==> config.mk <==
export PLATFORM = sky130hd
export DESIGN_NAME = upgrade_spawner_flat
export DESIGN_NICKNAME = d
export VERILOG_FILES = /design/src/rtl/upgrade_pkg.sv /design/src/rtl/upgrade_spawner_if.sv /design/src/rtl/upgrade_spawner_lfsr16.sv /design/src/rtl/upgrade_spawner.sv /design/src/flat_wrapper.sv
export SDC_FILE = /design/constraint.sdc
export NUM_CORES = 1
export LEC_CHECK = 0
export CORE_ASPECT_RATIO = 1.5
export CORE_MARGIN = 2
export CORE_UTILIZATION = 50
export CTS_CLUSTER_DIAMETER = 200
export CTS_CLUSTER_SIZE = 16
export DETAILED_ROUTE_END_ITERATION = 12
export PLACE_DENSITY = 0.73
export SYNTH_ARGS = -nofsm -noshare
export SYNTH_HDL_FRONTEND = slang
export SYNTH_HIERARCHICAL = 1
export SYNTH_SLANG_ARGS = --single-unit
==> constraint.sdc <==
create_clock -name frame_clk -period 6.5 [get_ports frame_clk]
set_clock_uncertainty 0.15 [all_clocks]
set_input_delay 1.625 -clock frame_clk [delete_from_list [all_inputs] [get_ports frame_clk]]
set_output_delay 1.625 -clock frame_clk [all_outputs]
set_load 0.05 [all_outputs]
==> src/rtl/upgrade_pkg.sv <==
// rtl/upgrade_pkg.sv - shared constants and types for the upgrade pickup blocks
package upgrade_pkg;
    typedef enum logic [1:0] {
        ST_WAIT      = 2'd0,
        ST_PICK      = 2'd1,
        ST_ACTIVE    = 2'd2,
        ST_COLLECTED = 2'd3
    } state_t;

    typedef enum logic [1:0] {
        DIR_L = 2'b00,
        DIR_R = 2'b01,
        DIR_D = 2'b10,
        DIR_U = 2'b11
    } dir_t;

    localparam int SCREEN_W   = 640;
    localparam int SCREEN_H   = 480;
    localparam int PARK_X_DEF = 1000;
    localparam int PARK_Y_DEF = 1000;
endpackage

==> src/rtl/upgrade_spawner_if.sv <==
// rtl/upgrade_spawner_if.sv - player positions in, pickup placement out
interface upgrade_spawner_if;
    logic [9:0] BallX;
    logic [9:0] BallY;
    logic [9:0] Ball2X;
    logic [9:0] Ball2Y;
    logic [9:0] Ball_Size;
    logic       was_collected;
    logic [9:0] UpgradeX;
    logic [9:0] UpgradeY;
    logic [9:0] Upgrade_Size;
    logic       upgrade_visible;

    modport master (
        input  BallX, BallY, Ball2X, Ball2Y, Ball_Size, was_collected,
        output UpgradeX, UpgradeY, Upgrade_Size, upgrade_visible
    );

    modport slave (
        output BallX, BallY, Ball2X, Ball2Y, Ball_Size, was_collected,
        input  UpgradeX, UpgradeY, Upgrade_Size, upgrade_visible
    );
endinterface

==> src/rtl/upgrade_spawner_lfsr16.sv <==
// rtl/upgrade_spawner_lfsr16.sv - free-running 16-bit Fibonacci LFSR (taps 16,14,13,11)
module lfsr16 #(
    parameter logic [15:0] SEED = 16'hACE1
) (
    input  logic        frame_clk,
    input  logic        Reset,
    output logic [15:0] value
);
    always_ff @(posedge frame_clk or posedge Reset) begin
        if (Reset) begin
            value <= SEED;
        end else begin
            value <= {value[14:0], value[15] ^ value[13] ^ value[12] ^ value[10]};
        end
    end
endmodule

==> src/rtl/upgrade_spawner.sv <==
// rtl/upgrade_spawner.sv - places the armor pickup at LFSR-chosen spots clear of both players
module upgrade_spawner
    import upgrade_pkg::*;
#(
    parameter int          SPAWN_DELAY  = 120,
    parameter int          LIFETIME     = 600,
    parameter int          UPGRADE_SIZE = 4,
    parameter int          X_MIN        = 32,
    parameter int          X_MAX        = 607,
    parameter int          Y_MIN        = 32,
    parameter int          Y_MAX        = 447,
    parameter int          MARGIN       = 8,
    parameter int          MAX_TRIES    = 16,
    parameter logic [15:0] LFSR_SEED    = 16'hACE1,
    parameter int          PARK_X       = PARK_X_DEF,
    parameter int          PARK_Y       = PARK_Y_DEF
) (
    input  logic               frame_clk,
    input  logic               Reset,
    upgrade_spawner_if.master  bus
);
    localparam logic [1:0] S_WAIT      = ST_WAIT;
    localparam logic [1:0] S_PICK      = ST_PICK;
    localparam logic [1:0] S_ACTIVE    = ST_ACTIVE;
    localparam logic [1:0] S_COLLECTED = ST_COLLECTED;

    localparam int TMAX = (SPAWN_DELAY > LIFETIME) ? SPAWN_DELAY : LIFETIME;
    localparam int TW   = $clog2(TMAX + 1);
    localparam int RW   = $clog2(MAX_TRIES + 1);

    logic [1:0]    state;
    logic [TW-1:0] timer;
    logic [RW-1:0] tries;
    logic          collected_q;
    logic [9:0]    up_x;
    logic [9:0]    up_y;
    logic          visible;
    logic [15:0]   lfsr;
    logic [9:0]    cand_x;
    logic [9:0]    cand_y;
    logic [10:0]   reach;
    logic          accept;
    logic          collect_edge;
    logic          go_collect;

    lfsr16 #(.SEED(LFSR_SEED)) u_lfsr (
        .frame_clk (frame_clk),
        .Reset     (Reset),
        .value     (lfsr)
    );

    function automatic logic [9:0] abs_diff(input logic [9:0] a, input logic [9:0] b);
        return (a >= b) ? (a - b) : (b - a);
    endfunction

    function automatic logic near(input logic [9:0] cx, input logic [9:0] cy,
                                  input logic [9:0] bx, input logic [9:0] by,
                                  input logic [10:0] r);
        return ({1'b0, abs_diff(cx, bx)} <= r) && ({1'b0, abs_diff(cy, by)} <= r);
    endfunction

    assign cand_x = 10'(X_MIN) + {1'b0, lfsr[8:0]};
    assign cand_y = 10'(Y_MIN) + {2'b00, lfsr[15:8]};
    assign reach  = {1'b0, bus.Ball_Size} + 11'(UPGRADE_SIZE + MARGIN);
    assign accept = (cand_x <= 10'(X_MAX)) && (cand_y <= 10'(Y_MAX))
                 && !near(cand_x, cand_y, bus.BallX, bus.BallY, reach)
                 && !near(cand_x, cand_y, bus.Ball2X, bus.Ball2Y, reach);

    // A fresh rising edge or a level still held both retire the pickup.
    assign collect_edge = bus.was_collected & ~collected_q;
    assign go_collect   = collect_edge | (bus.was_collected & collected_q);

    always_ff @(posedge frame_clk or posedge Reset) begin
        if (Reset) begin
            state       <= S_WAIT;
            timer       <= '0;
            tries       <= '0;
            collected_q <= 1'b0;
            up_x        <= 10'(PARK_X);
            up_y        <= 10'(PARK_Y);
            visible     <= 1'b0;
        end else begin
            collected_q <= bus.was_collected;
            if (go_collect) begin
                state   <= S_COLLECTED;
                up_x    <= 10'(PARK_X);
                up_y    <= 10'(PARK_Y);
                visible <= 1'b0;
            end else begin
                case (state)
                    S_WAIT: begin
                        if (timer == TW'(SPAWN_DELAY - 1)) begin
                            timer <= '0;
                            tries <= '0;
                            state <= S_PICK;
                        end else begin
                            timer <= timer + 1'b1;
                        end
                    end
                    S_PICK: begin
                        if (accept) begin
                            up_x    <= cand_x;
                            up_y    <= cand_y;
                            visible <= 1'b1;
                            timer   <= '0;
                            state   <= S_ACTIVE;
                        end else begin
                            tries <= tries + 1'b1;
                            if (tries == RW'(MAX_TRIES - 1)) begin
                                up_x    <= 10'(SCREEN_W / 2);
                                up_y    <= 10'(SCREEN_H / 2);
                                visible <= 1'b1;
                                timer   <= '0;
                                state   <= S_ACTIVE;
                            end
                        end
                    end
                    S_ACTIVE: begin
                        if (timer == TW'(LIFETIME - 1)) begin
                            up_x    <= 10'(PARK_X);
                            up_y    <= 10'(PARK_Y);
                            visible <= 1'b0;
                            timer   <= '0;
                            state   <= S_WAIT;
                        end else begin
                            timer <= timer + 1'b1;
                        end
                    end
                    default: begin
                        up_x    <= 10'(PARK_X);
                        up_y    <= 10'(PARK_Y);
                        visible <= 1'b0;
                    end
                endcase
            end
        end
    end

    assign bus.UpgradeX        = up_x;
    assign bus.UpgradeY        = up_y;
    assign bus.Upgrade_Size    = 10'(UPGRADE_SIZE);
    assign bus.upgrade_visible = visible;
endmodule

==> src/flat_wrapper.sv <==
// flat-port wrapper written by rule: the top's interface ports become plain ports
module upgrade_spawner_flat import upgrade_pkg::*;
#(
    parameter int          SPAWN_DELAY  = 120,
    parameter int          LIFETIME     = 600,
    parameter int          UPGRADE_SIZE = 4,
    parameter int          X_MIN        = 32,
    parameter int          X_MAX        = 607,
    parameter int          Y_MIN        = 32,
    parameter int          Y_MAX        = 447,
    parameter int          MARGIN       = 8,
    parameter int          MAX_TRIES    = 16,
    parameter logic [15:0] LFSR_SEED    = 16'hACE1,
    parameter int          PARK_X       = PARK_X_DEF,
    parameter int          PARK_Y       = PARK_Y_DEF
)
  (frame_clk, Reset, bus_BallX, bus_BallY, bus_Ball2X, bus_Ball2Y, bus_Ball_Size, bus_was_collected, bus_UpgradeX, bus_UpgradeY, bus_Upgrade_Size, bus_upgrade_visible);
  upgrade_spawner_if bus_i ();
  input  logic frame_clk;
  input  logic Reset;
  input wire logic [$bits(bus_i.BallX)-1:0] bus_BallX;
  input wire logic [$bits(bus_i.BallY)-1:0] bus_BallY;
  input wire logic [$bits(bus_i.Ball2X)-1:0] bus_Ball2X;
  input wire logic [$bits(bus_i.Ball2Y)-1:0] bus_Ball2Y;
  input wire logic [$bits(bus_i.Ball_Size)-1:0] bus_Ball_Size;
  input wire logic [$bits(bus_i.was_collected)-1:0] bus_was_collected;
  output wire logic [$bits(bus_i.UpgradeX)-1:0] bus_UpgradeX;
  output wire logic [$bits(bus_i.UpgradeY)-1:0] bus_UpgradeY;
  output wire logic [$bits(bus_i.Upgrade_Size)-1:0] bus_Upgrade_Size;
  output wire logic [$bits(bus_i.upgrade_visible)-1:0] bus_upgrade_visible;
  assign bus_i.BallX = bus_BallX;
  assign bus_i.BallY = bus_BallY;
  assign bus_i.Ball2X = bus_Ball2X;
  assign bus_i.Ball2Y = bus_Ball2Y;
  assign bus_i.Ball_Size = bus_Ball_Size;
  assign bus_i.was_collected = bus_was_collected;
  assign bus_UpgradeX = bus_i.UpgradeX;
  assign bus_UpgradeY = bus_i.UpgradeY;
  assign bus_Upgrade_Size = bus_i.Upgrade_Size;
  assign bus_upgrade_visible = bus_i.upgrade_visible;
  upgrade_spawner #(.SPAWN_DELAY(SPAWN_DELAY), .LIFETIME(LIFETIME), .UPGRADE_SIZE(UPGRADE_SIZE), .X_MIN(X_MIN), .X_MAX(X_MAX), .Y_MIN(Y_MIN), .Y_MAX(Y_MAX), .MARGIN(MARGIN), .MAX_TRIES(MAX_TRIES), .LFSR_SEED(LFSR_SEED), .PARK_X(PARK_X), .PARK_Y(PARK_Y)) u_core (.frame_clk(frame_clk), .Reset(Reset), .bus(bus_i));
endmodule
==> results of run 1 <==
## repair_timing
| action | 4_1_cts | 5_1_grt |
|---|---|---|
| endpoints found under the setup margin | 0 | 31 |
| endpoints found under the hold margin | 0 | 0 |
| resized for setup | 0 | 6 |
| buffers inserted | 0 | 3 |
## power groups by stage
stage / Combinational, mW / Sequential [mW] / Clock, mW
3_3_place_gp: 0.432 / 0.370 / 0
6_report: 0.449 / 0.364 / 0.269
5_1_grt: 0.498 / 0.366 / 0.289
2_1_floorplan: 0.305 / 0.372 / 0
3_5_place_dp: 0.440 / 0.370 / 0
4_1_cts: 0.442 / 0.364 / 0.277
## Yosys cell counts (4+ instances only)
master / instances
a211o_1: 4
a211oi_1: 7
a21o_1: 25
a21oi_1: 70
a22o_1: 10
a311oi_1: 4
a31oi_1: 7
and2_1: 11
and3_1: 6
buf_2: 14
buf_4: 11
dfrtp_1: 34
dfstp_2: 20
fa_1: 8
ha_1: 126
inv_1: 94
mux2_2: 6
mux2i_1: 19
nand2_1: 52
nand2b_1: 6
nand3_1: 20
nand4_1: 15
nor2_1: 40
nor2b_1: 15
nor3_1: 6
o21a_1: 7
o21ai_0: 44
o21bai_1: 10
o221a_1: 4
o31a_1: 4
o31ai_1: 8
or2_2: 4
or3_1: 5
xnor2_1: 26
xor2_1: 16
## area by class of cell
type	instances	area, um^2	area share
multi-input cells	656	5200	0.627
flip-flops and latches	54	1380	0.166
clock inverters	3	26.3	0.00317
repair buffers	109	1000	0.121
clock buffers	5	125	0.0151
well taps	165	206	0.0249
inverters	95	357	0.0430
## state kept, by name (all words and copies together) (netlist names)
signal / cells
u_core/state: 2
u_core/bus.upgrade_visible: 1
u_core/tries: 5
u_core/bus.UpgradeY: 10
u_core/bus.UpgradeX: 10
u_core/timer: 10
u_core/u_lfsr/value: 16
## per-layer routing
layer,up-vias,routed length (um),GRT usage
met5,-,0,0
met4,0,1020,0.129
met3,70,603,0.0201
met2,168,9990,0.473
met1,3009,7630,0.288
li1,3129,-,-
## final timing paths
check | from | end | slack (ns)
setup / recovery | bus_BallY[0] | u_core/bus.UpgradeY[1] | 0.23
hold / removal | u_core/u_lfsr/value[6] | u_core/u_lfsr/value[7] | 0.24
setup reg to reg | u_core/u_lfsr/value[13] | u_core/bus.UpgradeY[1] | 0.92
hold reg to reg | u_core/u_lfsr/value[6] | u_core/u_lfsr/value[7] | 0.24
max in group asynchronous | Reset | u_core/bus.UpgradeY[5] | 4.21
min in group asynchronous | Reset | u_core/u_lfsr/value[3] | 1.57
## cell families after synthesis
kind of cell             count (synthesis)
AND/OR/NAND/NOR                        195
multiplexers                            28
adder cells (fa/ha/maj)                134
flip-flops                              54
AO/OA/AOI/OAI                          247
other                                    2
XOR/XNOR                                42
buffers and inverters                  128
## critical path, delay by kind of cell
kind	cells	cell delay, ns
compound gates	11	2.29
mux	2	0.48
buf+inv	2	0.55
fa+ha+maj	3	0.72
simple gates	2	0.69
## stage by stage
stage | utilization | power (mW) | std cells | hold WS [ns] | TNS (ns)
2_1_floorplan | - | 0.678 | 838 | 0.219 | 0
3_3_place_gp | 0.581 | 0.802 | 1076 | 0.228 | 0
3_5_place_dp | 0.581 | 0.809 | 1076 | 0.227 | -0.642
4_1_cts | 0.592 | 1.08 | 1084 | 0.238 | 0
5_1_grt | 0.596 | 1.15 | 1087 | 0.241 | -0.00613
6_report | 0.596 | 1.08 | 1087 | 0.236 | 0
==> qor.yml, run 1 <==
run_status:
  status: "finished clean"
yosys:
  synth_edf_count: 0
  ys_async_sr_fraction: 1.00
  netlist_instances: 830
  synth_fa_ha_area_frac: 0.245
  synth_flop_cell: "dfrtp_1"
  fraction_of_the_mapped_netlist_area_in_compound_gates: 0.245
  synth_mux_area_frac: 0.0417
  ys_seq_elements: 54
  synth_top_area_frac: 0.223
  synth_cell_type_count: 83
  post_synth.cell_area_avg_um2: 8.53
  ys_top_cells_by_area: "ha_1, dfrtp_1, dfstp_2, inv_1, a21oi_1"
  synth_simple_gate_area_share: 0.141
  post_synthesis_instance_area_um2: 7080
  synth_largest_area_cell: "ha_1"
  ys_seq_area_frac: 0.194
  yosysWarningCount: 6
  yosys.area_share.xor_xnor: 0.0519
  synth_top_family_by_area: "adder cells"
power:
  power.share.clock: 0.249
  worst_ir_drop_vdd_uv: 137
  powerDensity_nw_per_um2: 130
  leakage_power_nw: 4.01
  cellInternalPower_uw: 693
  sw_frac_of_total: 0.359
  power_frac_comb: 0.415
  power.switching_uw: 389
  seqPwrFrac: 0.336
floorplan:
  dieHeight_um: 150
  die_area_um2: 15200
  ioPinCount: 84
  row_count: 53
  fp.coreArea_um2: 13900
  die_width_um: 101
  initial_core_utilization: 0.509
detailed_routing:
  drt-vias-per-instance: 5.87
  detail_route.iter0.violations: 338
  routed_wirelength_um: 19200
  first_pass_iters: 7
  antenna_left: 0
  routedWlPerCell_um: 17.7
  via_count: 6376
  detail_route.drc_violations: 0
timing:
  final-hold-violation-count: 0
  max-slew-margin-rel: 0.505
  post-route-period-util: 0.965
  setup_ws_ns: 0.226
  tightest_slew_ns: 0.737
  setup_viol: 0
  period_needed_ns: 6.27
  clock.fmax_mhz: 159
  slew_violations: 0
place:
  post-dp-hpwl_um: 15900
  globalplace.congestion: 0.970
  port_buffers: 73
  place_worst_setup_slack_ns: -0.0579
  postPlaceCellArea_um2: 8090
clock_network:
  cts_buffers: 5
  clk_root_buffer_cell: "clkbuf_16"
  h-tree-depth: 2
  cts_clk_pin_slew_worst_paths_ns: 0.07
  clock_tree.buffer_depth: 2
  cts_tree: "done"
  clock_insertion_delay_worst_skew_ns: 0.29
  hold_buffer_count_at_cts: 0
  clock_sinks: 54
worst_setup_path:
  rr_worst_depth: 20
  worstPathCellList: "clkdlybuf4s50_1 -> ha_1 -> inv_1 -> fa_2 -> a21oi_2 -> a211oi_4 -> nor4_4 -> mux2i_1 -> o2111a_1 -> a221oi_2 -> o211ai_1 -> mux2_1 -> ha_1 -> a211oi_1 -> o21ai_1 -> o31a_1 -> o221a_4 -> or3_4 -> a21oi_4 -> a22o_1"
  crit_required_ns: 6.58
  critical_path_fanouts_max: 8
  worst_setup_path_end_kind: "flip-flop"
  cp-start-kind: "input port"
  timing.critical_path.arrival_ns: 6.36
  cp_peak_stage_delay_ns: 0.48
  timing.critical_path.mode_cell: "ha_1"
  worstSetupPathType: "in -> reg"
  worst_path_max_delay_cell: "clkdlybuf4s50_1"
job:
  cap_viol_max_count: 0
final_layout:
  layout_commonest_cell: "ha_1"
  n_fill_cell: 1281
  post_route_cells_drive_above_1_share: 0.118
  final_area_um2: 8290
  area_delta_synth_final_pct: 17.1
  most-common-layout-cells: "ha_1, inv_1, clkdlybuf4s50_1"
  layout.nets: 1108
  antennaDiodeCount: 0
worst_hold_path:
  min_path_type: "reg -> reg"
  hold_depth: 0
global_routing:
  grt_first_pass_wirelength_um: 31100
  grt_antenna_before_repair: 0
  grt-ovfl-total: 0
  vias_in_the_first_global_route: 6465
  grt_max_degree: 39
  grt_usage: 0.256
No activity file was read; power rests on OpenSTA's default activity.
==> run 2: changes to the inputs <==
--- a/config.mk
+++ b/config.mk
@@ -5,6 +5,7 @@
 export SDC_FILE = /design/constraint.sdc
 export NUM_CORES = 1
 export LEC_CHECK = 0
+export CAP_MARGIN = 20
 export CORE_ASPECT_RATIO = 1.5
 export CORE_MARGIN = 2
 export CORE_UTILIZATION = 50
==> results of run 2 <==
Final layout, timing and power as in run 1 (identical DEF).
